$ cat src/rtl/axi_stream_wr_dma.sv
// AXI-Stream to AXI4 write master: turns (address, beat count) commands into
// 4 KiB-safe INCR bursts, one in flight at a time, and reports done/error.
module axi_stream_wr_dma #(
  parameter int unsigned DATA_WIDTH    = 32,
  parameter int unsigned ADDR_WIDTH    = 16,
  parameter int unsigned STRB_WIDTH    = DATA_WIDTH / 8,
  parameter int unsigned ID_WIDTH      = 8,
  parameter int unsigned AXI_ID        = 0,
  parameter int unsigned MAX_BURST_LEN = 16,
  parameter int unsigned LEN_WIDTH     = 20
) (
  input  logic                  clk,
  input  logic                  rst,

  input  logic [ADDR_WIDTH-1:0] cmd_addr,
  input  logic [LEN_WIDTH-1:0]  cmd_len,
  input  logic                  cmd_valid,
  output logic                  cmd_ready,
  output logic                  busy,
  output logic                  status_done,
  output logic                  status_error,

  input  logic [DATA_WIDTH-1:0] s_axis_tdata,
  input  logic                  s_axis_tvalid,
  output logic                  s_axis_tready,

  output logic [ID_WIDTH-1:0]   m_axi_awid,
  output logic [ADDR_WIDTH-1:0] m_axi_awaddr,
  output logic [7:0]            m_axi_awlen,
  output logic [2:0]            m_axi_awsize,
  output logic [1:0]            m_axi_awburst,
  output logic                  m_axi_awlock,
  output logic [3:0]            m_axi_awcache,
  output logic [2:0]            m_axi_awprot,
  output logic                  m_axi_awvalid,
  input  logic                  m_axi_awready,

  output logic [DATA_WIDTH-1:0] m_axi_wdata,
  output logic [STRB_WIDTH-1:0] m_axi_wstrb,
  output logic                  m_axi_wlast,
  output logic                  m_axi_wvalid,
  input  logic                  m_axi_wready,

  input  logic [ID_WIDTH-1:0]   m_axi_bid,
  input  logic [1:0]            m_axi_bresp,
  input  logic                  m_axi_bvalid,
  output logic                  m_axi_bready
);

  localparam int unsigned SIZE  = $clog2(STRB_WIDTH);
  localparam int unsigned CNT_W = (LEN_WIDTH > 13) ? LEN_WIDTH : 13;

  typedef enum logic [1:0] {S_IDLE, S_ADDR, S_DATA, S_RESP} state_t;

  state_t                state_q, state_d;
  logic [ADDR_WIDTH-1:0] addr_q, addr_d;
  logic [LEN_WIDTH-1:0]  remaining_q, remaining_d;
  logic [7:0]            beat_cnt_q, beat_cnt_d;
  logic [8:0]            burst_len_q, burst_len_d;
  logic                  error_q, error_d;
  logic                  busy_q, busy_d;
  logic                  done_q, done_d;
  logic                  status_error_q, status_error_d;

  logic [12:0]           bytes_to_4k;
  logic [CNT_W-1:0]      bound_4k;
  logic [CNT_W-1:0]      burst_c;
  logic [7:0]            awlen_c;
  logic                  w_hs_c;
  logic                  err_v;
  logic                  unused_bid;

  assign unused_bid = ^m_axi_bid;

  // Burst size from registered address/remaining only: min(remaining, max, beats to 4 KiB)
  always_comb begin
    bytes_to_4k = 13'd4096 - {1'b0, addr_q[11:0]};
    bound_4k    = CNT_W'(bytes_to_4k >> SIZE);
    burst_c     = CNT_W'(remaining_q);
    if (CNT_W'(MAX_BURST_LEN) < burst_c) burst_c = CNT_W'(MAX_BURST_LEN);
    if (bound_4k < burst_c)              burst_c = bound_4k;
    awlen_c     = 8'(burst_c - CNT_W'(1));
  end

  assign w_hs_c = (state_q == S_DATA) && s_axis_tvalid && m_axi_wready;

  always_ff @(posedge clk) begin
    if (rst) begin
      state_q        <= S_IDLE;
      addr_q         <= '0;
      remaining_q    <= '0;
      beat_cnt_q     <= '0;
      burst_len_q    <= '0;
      error_q        <= 1'b0;
      busy_q         <= 1'b0;
      done_q         <= 1'b0;
      status_error_q <= 1'b0;
    end else begin
      state_q        <= state_d;
      addr_q         <= addr_d;
      remaining_q    <= remaining_d;
      beat_cnt_q     <= beat_cnt_d;
      burst_len_q    <= burst_len_d;
      error_q        <= error_d;
      busy_q         <= busy_d;
      done_q         <= done_d;
      status_error_q <= status_error_d;
    end
  end

  always_comb begin
    state_d        = state_q;
    addr_d         = addr_q;
    remaining_d    = remaining_q;
    beat_cnt_d     = beat_cnt_q;
    burst_len_d    = burst_len_q;
    error_d        = error_q;
    busy_d         = busy_q;
    done_d         = 1'b0;
    status_error_d = 1'b0;
    err_v          = error_q;

    case (state_q)
      S_IDLE: begin
        if (cmd_valid) begin
          if (cmd_len == '0) begin
            done_d = 1'b1;
          end else begin
            state_d     = S_ADDR;
            addr_d      = cmd_addr & ~ADDR_WIDTH'(STRB_WIDTH - 1);
            remaining_d = cmd_len;
            error_d     = 1'b0;
            busy_d      = 1'b1;
          end
        end
      end
      S_ADDR: begin
        if (m_axi_awready) begin
          state_d     = S_DATA;
          beat_cnt_d  = awlen_c;
          burst_len_d = 9'(burst_c);
        end
      end
      S_DATA: begin
        if (w_hs_c) begin
          if (beat_cnt_q == 8'd0) begin
            addr_d      = addr_q + (ADDR_WIDTH'(burst_len_q) << SIZE);
            remaining_d = remaining_q - LEN_WIDTH'(burst_len_q);
            state_d     = S_RESP;
          end else begin
            beat_cnt_d = beat_cnt_q - 8'd1;
          end
        end
      end
      S_RESP: begin
        if (m_axi_bvalid) begin
          err_v   = error_q | (m_axi_bresp != 2'b00);
          error_d = err_v;
          if (remaining_q == '0) begin
            state_d        = S_IDLE;
            done_d         = 1'b1;
            status_error_d = err_v;
            busy_d         = 1'b0;
          end else begin
            state_d = S_ADDR;
          end
        end
      end
      default: state_d = S_IDLE;
    endcase
  end

  assign cmd_ready     = (state_q == S_IDLE);
  assign busy          = busy_q;
  assign status_done   = done_q;
  assign status_error  = status_error_q;

  assign m_axi_awid    = ID_WIDTH'(AXI_ID);
  assign m_axi_awaddr  = addr_q;
  assign m_axi_awlen   = awlen_c;
  assign m_axi_awsize  = 3'(SIZE);
  assign m_axi_awburst = 2'b01;
  assign m_axi_awlock  = 1'b0;
  assign m_axi_awcache = 4'b0011;
  assign m_axi_awprot  = 3'b000;
  assign m_axi_awvalid = (state_q == S_ADDR);

  // Stream beats pass straight through to W with no buffering
  assign m_axi_wdata   = s_axis_tdata;
  assign m_axi_wstrb   = '1;
  assign m_axi_wlast   = (state_q == S_DATA) && (beat_cnt_q == 8'd0);
  assign m_axi_wvalid  = (state_q == S_DATA) && s_axis_tvalid;
  assign s_axis_tready = (state_q == S_DATA) && m_axi_wready;
  assign m_axi_bready  = (state_q == S_RESP);

endmodule

$ cat config.mk
export PLATFORM = sky130hd
export DESIGN_NAME = axi_stream_wr_dma
export DESIGN_NICKNAME = d
export VERILOG_FILES = /design/src/rtl/axi_stream_wr_dma.sv
export SDC_FILE = /design/constraint.sdc
export NUM_CORES = 1
export LEC_CHECK = 0
export CAP_MARGIN = 20
export CELL_PAD_IN_SITES_DETAIL_PLACEMENT = 1
export CELL_PAD_IN_SITES_GLOBAL_PLACEMENT = 1
export CORE_MARGIN = 3
export CORE_UTILIZATION = 34
export CTS_BUF_LIST = sky130_fd_sc_hd__clkbuf_2
export DETAILED_ROUTE_END_ITERATION = 12
export GPL_TIMING_DRIVEN = 0
export PLACE_DENSITY_LB_ADDON = 0.1
export SLEW_MARGIN = 20
export SYNTH_ARGS = -nofsm -noshare
export SYNTH_HDL_FRONTEND = slang
export SYNTH_SLANG_ARGS = --single-unit
$ cat constraint.sdc
create_clock -name clk -period 5.05 [get_ports clk]
set_clock_uncertainty 0.1 [all_clocks]
set_input_delay 0.7575 -clock clk [delete_from_list [all_inputs] [get_ports clk]]
set_output_delay 0.7575 -clock clk [all_outputs]
set_load 0.01 [all_outputs]
# After elaboration in Yosys (flattened, before gate mapping)
# Index checks and enable logic that the tools add are counted.
# classes
n_eq_ne	11
mux	38
reduce_logical	19
bitwise_logic	4
order_cmp	2
add_sub_neg	5
# op_table
operator	count
$mux W20	5
$mux W16	4
$logic_not A20 Y1	2
$pmux W20 S2	1
$pmux W16 S2	1
$mux W8	3
$lt A11 B20 Y1	1
$lt A5 B20 Y1 const A	1
$sub A20 B9 Y20	1
$add A16 B11 Y16	1
$pmux W8 S2	1
$sub A8 B1 Y8 const B	2
$sub A13 B12 Y13 const A	1
$mux W1	12
$mux W2	6
$ne A2 B2 Y1 const B	6
$reduce_and A5 Y1	2
$mux W9	1
$logic_not A8 Y1	1
$pmux W2 S4	1
$reduce_and A4 Y1	2
$reduce_bool A2 Y1	4
$pmux W1 S2	3
$reduce_and A6 Y1	1
other kinds (9)	16
# word_totals
in_bits	85
out_inout_bits	90
register_bits	59
word_cells	88

# Depth between registers and ports, before layout
# Gate-level depths: netlist of the first run.
# depth
word_depth	7
mapped_depth	20
mapped_depth_nobuf	18

# Least setup slack after synthesis of the first run
# No wires, ideal clock.
# synth_path
kind	reg2out
startpoint	register addr_q[3] (netlist: m_axi_awaddr[3])
endpoint	output m_axi_awlen[6]
n_path_buf	2
setup_slack_ns	0.381
arrival_ns	3.812
path_stages_with_launch	20
required_time_ns	4.193
path_cell_list	dfxtp_1 clkbuf_1 inv_1 ha_1 inv_1 or4_1 xor2_1 ha_1 a21o_1 a21oi_1 o21ai_0 a21oi_1 buf_4 nor2_1 a21oi_1 ha_1 o21ai_0 or3_1 a21oi_2 or2_2
# synth_via
elab_chain_len	4
# synth_rtl
element	line	source
start: declaration	56	logic [ADDR_WIDTH-1:0] addr_q, addr_d;
start signal: assignment	100	addr_q <= addr_d;
$sub A13 B12 Y13 *	77	bytes_to_4k = 13'd4096 - {1'b0, addr_q[11:0]};
$lt A11 B20 Y1	81	if (bound_4k < burst_c) burst_c = bound_4k;
$mux W9 *	81	
$sub A8 B1 Y8 *	82	awlen_c = 8'(burst_c - CNT_W'(1));
end: declaration	29	output logic [7:0] m_axi_awlen,
# Every way passes the cells marked *; elsewhere a longest branch is shown, timed or not.

# Worst setup path after layout of the first run
# layout_path
startpoint	register addr_q[2] (netlist: m_axi_awaddr[2])
endpoint	output m_axi_awlen[6]
# The elaborated chain is that of the path after synthesis.

==> impl_metrics.tcl, run 1 <==
set metrics [dict create \
    outcome "finished, violations left" \
    violations "setup timing" \
    p_seq_share_pct 16.0 \
    grt_use_total_pct 25.23 \
    swShare_pct 51.76 \
    hp-class "reg2reg" \
    io_pins 175 \
    syn_to_final_growth_pct 39.84 \
    cpPeakStageDelay_ns 0.52 \
    maxCapViolations 0 \
    crit_path_end "m_axi_awlen[6]" \
    final_cell_mix "clkdlybuf4s50_1 (97), buf_4 (93), nor2_1 (62)" \
    timing.rr.end "beat_cnt_q[6]$_SDFFE_PP0P_" \
    clock_sinks 57 \
    combPwrFrac_pct 78.3 \
    first_iter_violations 331 \
    drcViolationCount 0 \
    port_buffers 104 \
    cp_num_buf_inv 5 \
    placementRows 44 \
    synth_area_leaders "dfxtp_1 (22%), buf_4 (8.7%), ha_1 (8.7%)" \
    crit_type "reg2out" \
    dpl.hpwl_um 16110 \
    seq_area_frac_synth_pct 22.10 \
    cp_cell_sequence "clkbuf_4 > inv_2 > ha_4 > inv_2 > or4_4 > xor2_4 > ha_4 > a21o_1 > a21oi_2 > o21ai_4 > a21oi_2 > buf_6 > nor2_2 > a21oi_4 > ha_4 > o21ai_4 > or3_1 > a21oi_2 > or2_4 > buf_6" \
    synthArstFlopShare_pct 0 \
    synthFlopType "dfxtp_1" \
    vias_per_cell 5.540 \
    cp-startpoint "m_axi_awaddr[2]$_SDFFE_PP0P_" \
    ir_drop_mv 0.3308 \
    design.die.area_mm2 0.01670 \
    timing.reg2reg.setup_slack_ns 1.04 \
    yosys.area_share.xor_xnor_pct 3.878 \
    h-tree-depth 3 \
    cts_made_buffers 9 \
    layout_min_cycle_time_ns 5.144 \
    grt_pass1_vias 6136 \
    ant_nets 0 \
    ys_ff_latch 57 \
    syn_area_mm2 0.005162 \
    finalNonFillerCells 1051 \
    synth_edf_count 0 \
    total_power_mw 5.415 \
    synth_top_family_by_area "simple AND/OR/NAND/NOR gates" \
    holdBufCountCts 0 \
    syn_inst 684 \
    worstPathRequired_ns 4.19 \
    p_int_mw 2.612 \
    yosys.area_share.simple_pct 24.38 \
    syn_avg_cell_area_um2 7.547 \
    layout_commonest_cell "clkdlybuf4s50_1" \
    grt_max_degree 12 \
    die_w_um 129.2 \
    start_util_pct 35.12 \
    cts_tree "yes" \
    setup_ws_ns -0.09371 \
    fp.dieH_um 129.2 \
    slowest_stage "or4_4" \
    p_switching_mw 2.803 \
    arrival_ns 4.29 \
    hold_viol 0 \
    clk_latency_ns 0.56 \
    core-area_mm2 0.01470 \
    post-route-period-util_pct 101.9 \
    leakagePower_nw 2.875 \
    yosysTopAreaCell "dfxtp_1" \
    antenna_cells 0 \
    cp_top_family "simple AND/OR/NAND/NOR gates" \
    cts-root-buf "clkbuf_2" \
    cp_max_fo 10 \
    start_kind "flip-flop" \
    drt_wl_total_um 21180 \
    pwr-share-clk_pct 5.6 \
    grt.overflow.total 0 \
    gp_congestion 0.9162 \
    r2r_cells 21 \
    utilization_pct 49.11 \
    grt_antenna_before_repair 0 \
    synthDistinctLibCells 71 \
    fin_tns_setup_ns -0.09371 \
    critPathCaptureType "output port" \
    path_depth 20 \
    synthAdderAreaFrac_pct 9.501 \
    yosysTopAreaCellShare_pct 22.10 \
    worstReg2RegStart "m_axi_awaddr[2]$_SDFFE_PP0P_" \
    slew_violations 0 \
    yosysWarningCount 0 \
    placed_cells 1003 \
    worst_pin_slew_ns 0.9378 \
    layout-drive-gt1-share_pct 21.45 \
    avgRoutedWirePerCell_um 20.16 \
    clk_pin_slew_worst_paths_ns 0.19 \
    drt_pass1_iterations 5 \
    setup_viol 1 \
    grt_pass1_wl_um 32800 \
    fin_worst_hold_slack_ns 0.3967 \
    synth-compound-area-share_pct 23.51 \
    vias 5823 \
    synth_mux_area_share_pct 2.787 \
    pwr_density_cell_mw_per_mm2 750.1 \
    rsz0062_at_grt "yes" \
    slew_headroom_pct 36.82 \
    fin_nets 986 \
    fmax_mhz 194.4 \
    cts.path.max_buffers 2 \
]
final cells by class:
class / instances / area [um2]
fillers: 1799 / 7480
multi-input cells: 537 / 3715
flip-flops and latches: 57 / 1165
plain buffers: 88 / 581.8
inverters: 30 / 112.6
clock buffers: 10 / 50.05
repair buffers: 140 / 1318
clock inverters: 5 / 47.55
well taps: 184 / 230.2
power groups by stage:
stage / clock network (mW) / registers (mW) / logic [mW]
after global routing: 0.331 / 0.896 / 4.61
after CTS: 0.313 / 0.857 / 4.06
final: 0.304 / 0.869 / 4.24
after floorplan: 0 / 0.801 / 2.30
after global placement: 0 / 0.843 / 3.42
after detailed placement: 0 / 0.855 / 3.52
cells in the mapped netlist (9+ instances only):
library cell / count
xnor2_1: 15
mux2i_1: 11
nor3_1: 25
a31oi_1: 13
inv_1: 29
buf_4: 60
o21a_1: 9
nor2_1: 65
dfxtp_1: 57
ha_1: 36
a211oi_1: 18
nand3_1: 18
clkbuf_1: 18
nor4_1: 14
a21oi_1: 55
o21ai_0: 30
nor2b_1: 13
nand2_1: 50
stage by stage:
step	instance area [um2]	setup slack, ns
2_1_floorplan	5279	0.3807
3_3_place_gp	6550	-1.010
3_5_place_dp	6550	-1.032
4_1_cts	7104	-0.1552
5_1_grt	7219	-0.2606
6_report	7219	-0.09371
cell families (layout without fill, tap and decap cells):
kind of cell	after synthesis	after routing
buffers and inverters	121	273
and+or+nand+nor	243	243
muxes	14	14
adders and majority gates	38	38
DFF	57	57
xor gates and xnor gates	22	22
AOI/OAI and AO/OA	187	187
other	2	33
worst min-delay path, stage by stage (launching register included):
cell and delay (ns):
dfxtp_1 0.36, nand2_1 0.06, a21oi_1 0.05
repair_timing:
action | 4_1_cts | 5_1_grt
buffers inserted | 30 | 7
setup endpoints to repair | 8 | 7
gates resized for setup | 74 | 19
pin swaps | 19 | 22
layer usage:
layer	global-route usage, %	vias to the layer above	part of all wire [%]
li1	-	2742	-
met1	32.34	2846	44
met2	43.69	213	49
met3	4.534	22	5.9
met4	6.671	0	1.5
met5	0	-	0
sequential cells by signal, summed over array words and instances (netlist names):
name          flops
beat_cnt_q        8
burst_len_q       9
busy              1
error_q           1
m_axi_awaddr     14
remaining_q      20
state_q           2
status_done       1
status_error      1
worst min-delay path by stage:
| stage | from | to | slack, ns | cells after the start |
|---|---|---|---|---|
| 2_1_floorplan | burst_len_q[6]$_SDFFE_PP0P_ | burst_len_q[6]$_SDFFE_PP0P_ | 0.35 | 2 |
| 3_5_place_dp | burst_len_q[7]$_SDFFE_PP0P_ | burst_len_q[7]$_SDFFE_PP0P_ | 0.38 | 2 |
| 3_3_place_gp | remaining_q[8]$_SDFFE_PP0P_ | remaining_q[8]$_SDFFE_PP0P_ | 0.37 | 2 |
| 4_1_cts | burst_len_q[5]$_SDFFE_PP0P_ | burst_len_q[5]$_SDFFE_PP0P_ | 0.40 | 2 |
| 5_1_grt | burst_len_q[5]$_SDFFE_PP0P_ | burst_len_q[5]$_SDFFE_PP0P_ | 0.42 | 2 |
| 6_report | burst_len_q[5]$_SDFFE_PP0P_ | burst_len_q[5]$_SDFFE_PP0P_ | 0.40 | 2 |
(Power assumes the default switching activity.)
==> inputs of run 2 (changes only) <==
- SLEW_MARGIN: 20 -> not set
==> results of run 2 <==
The final DEF is identical to that of run 1; final timing and power are the same.
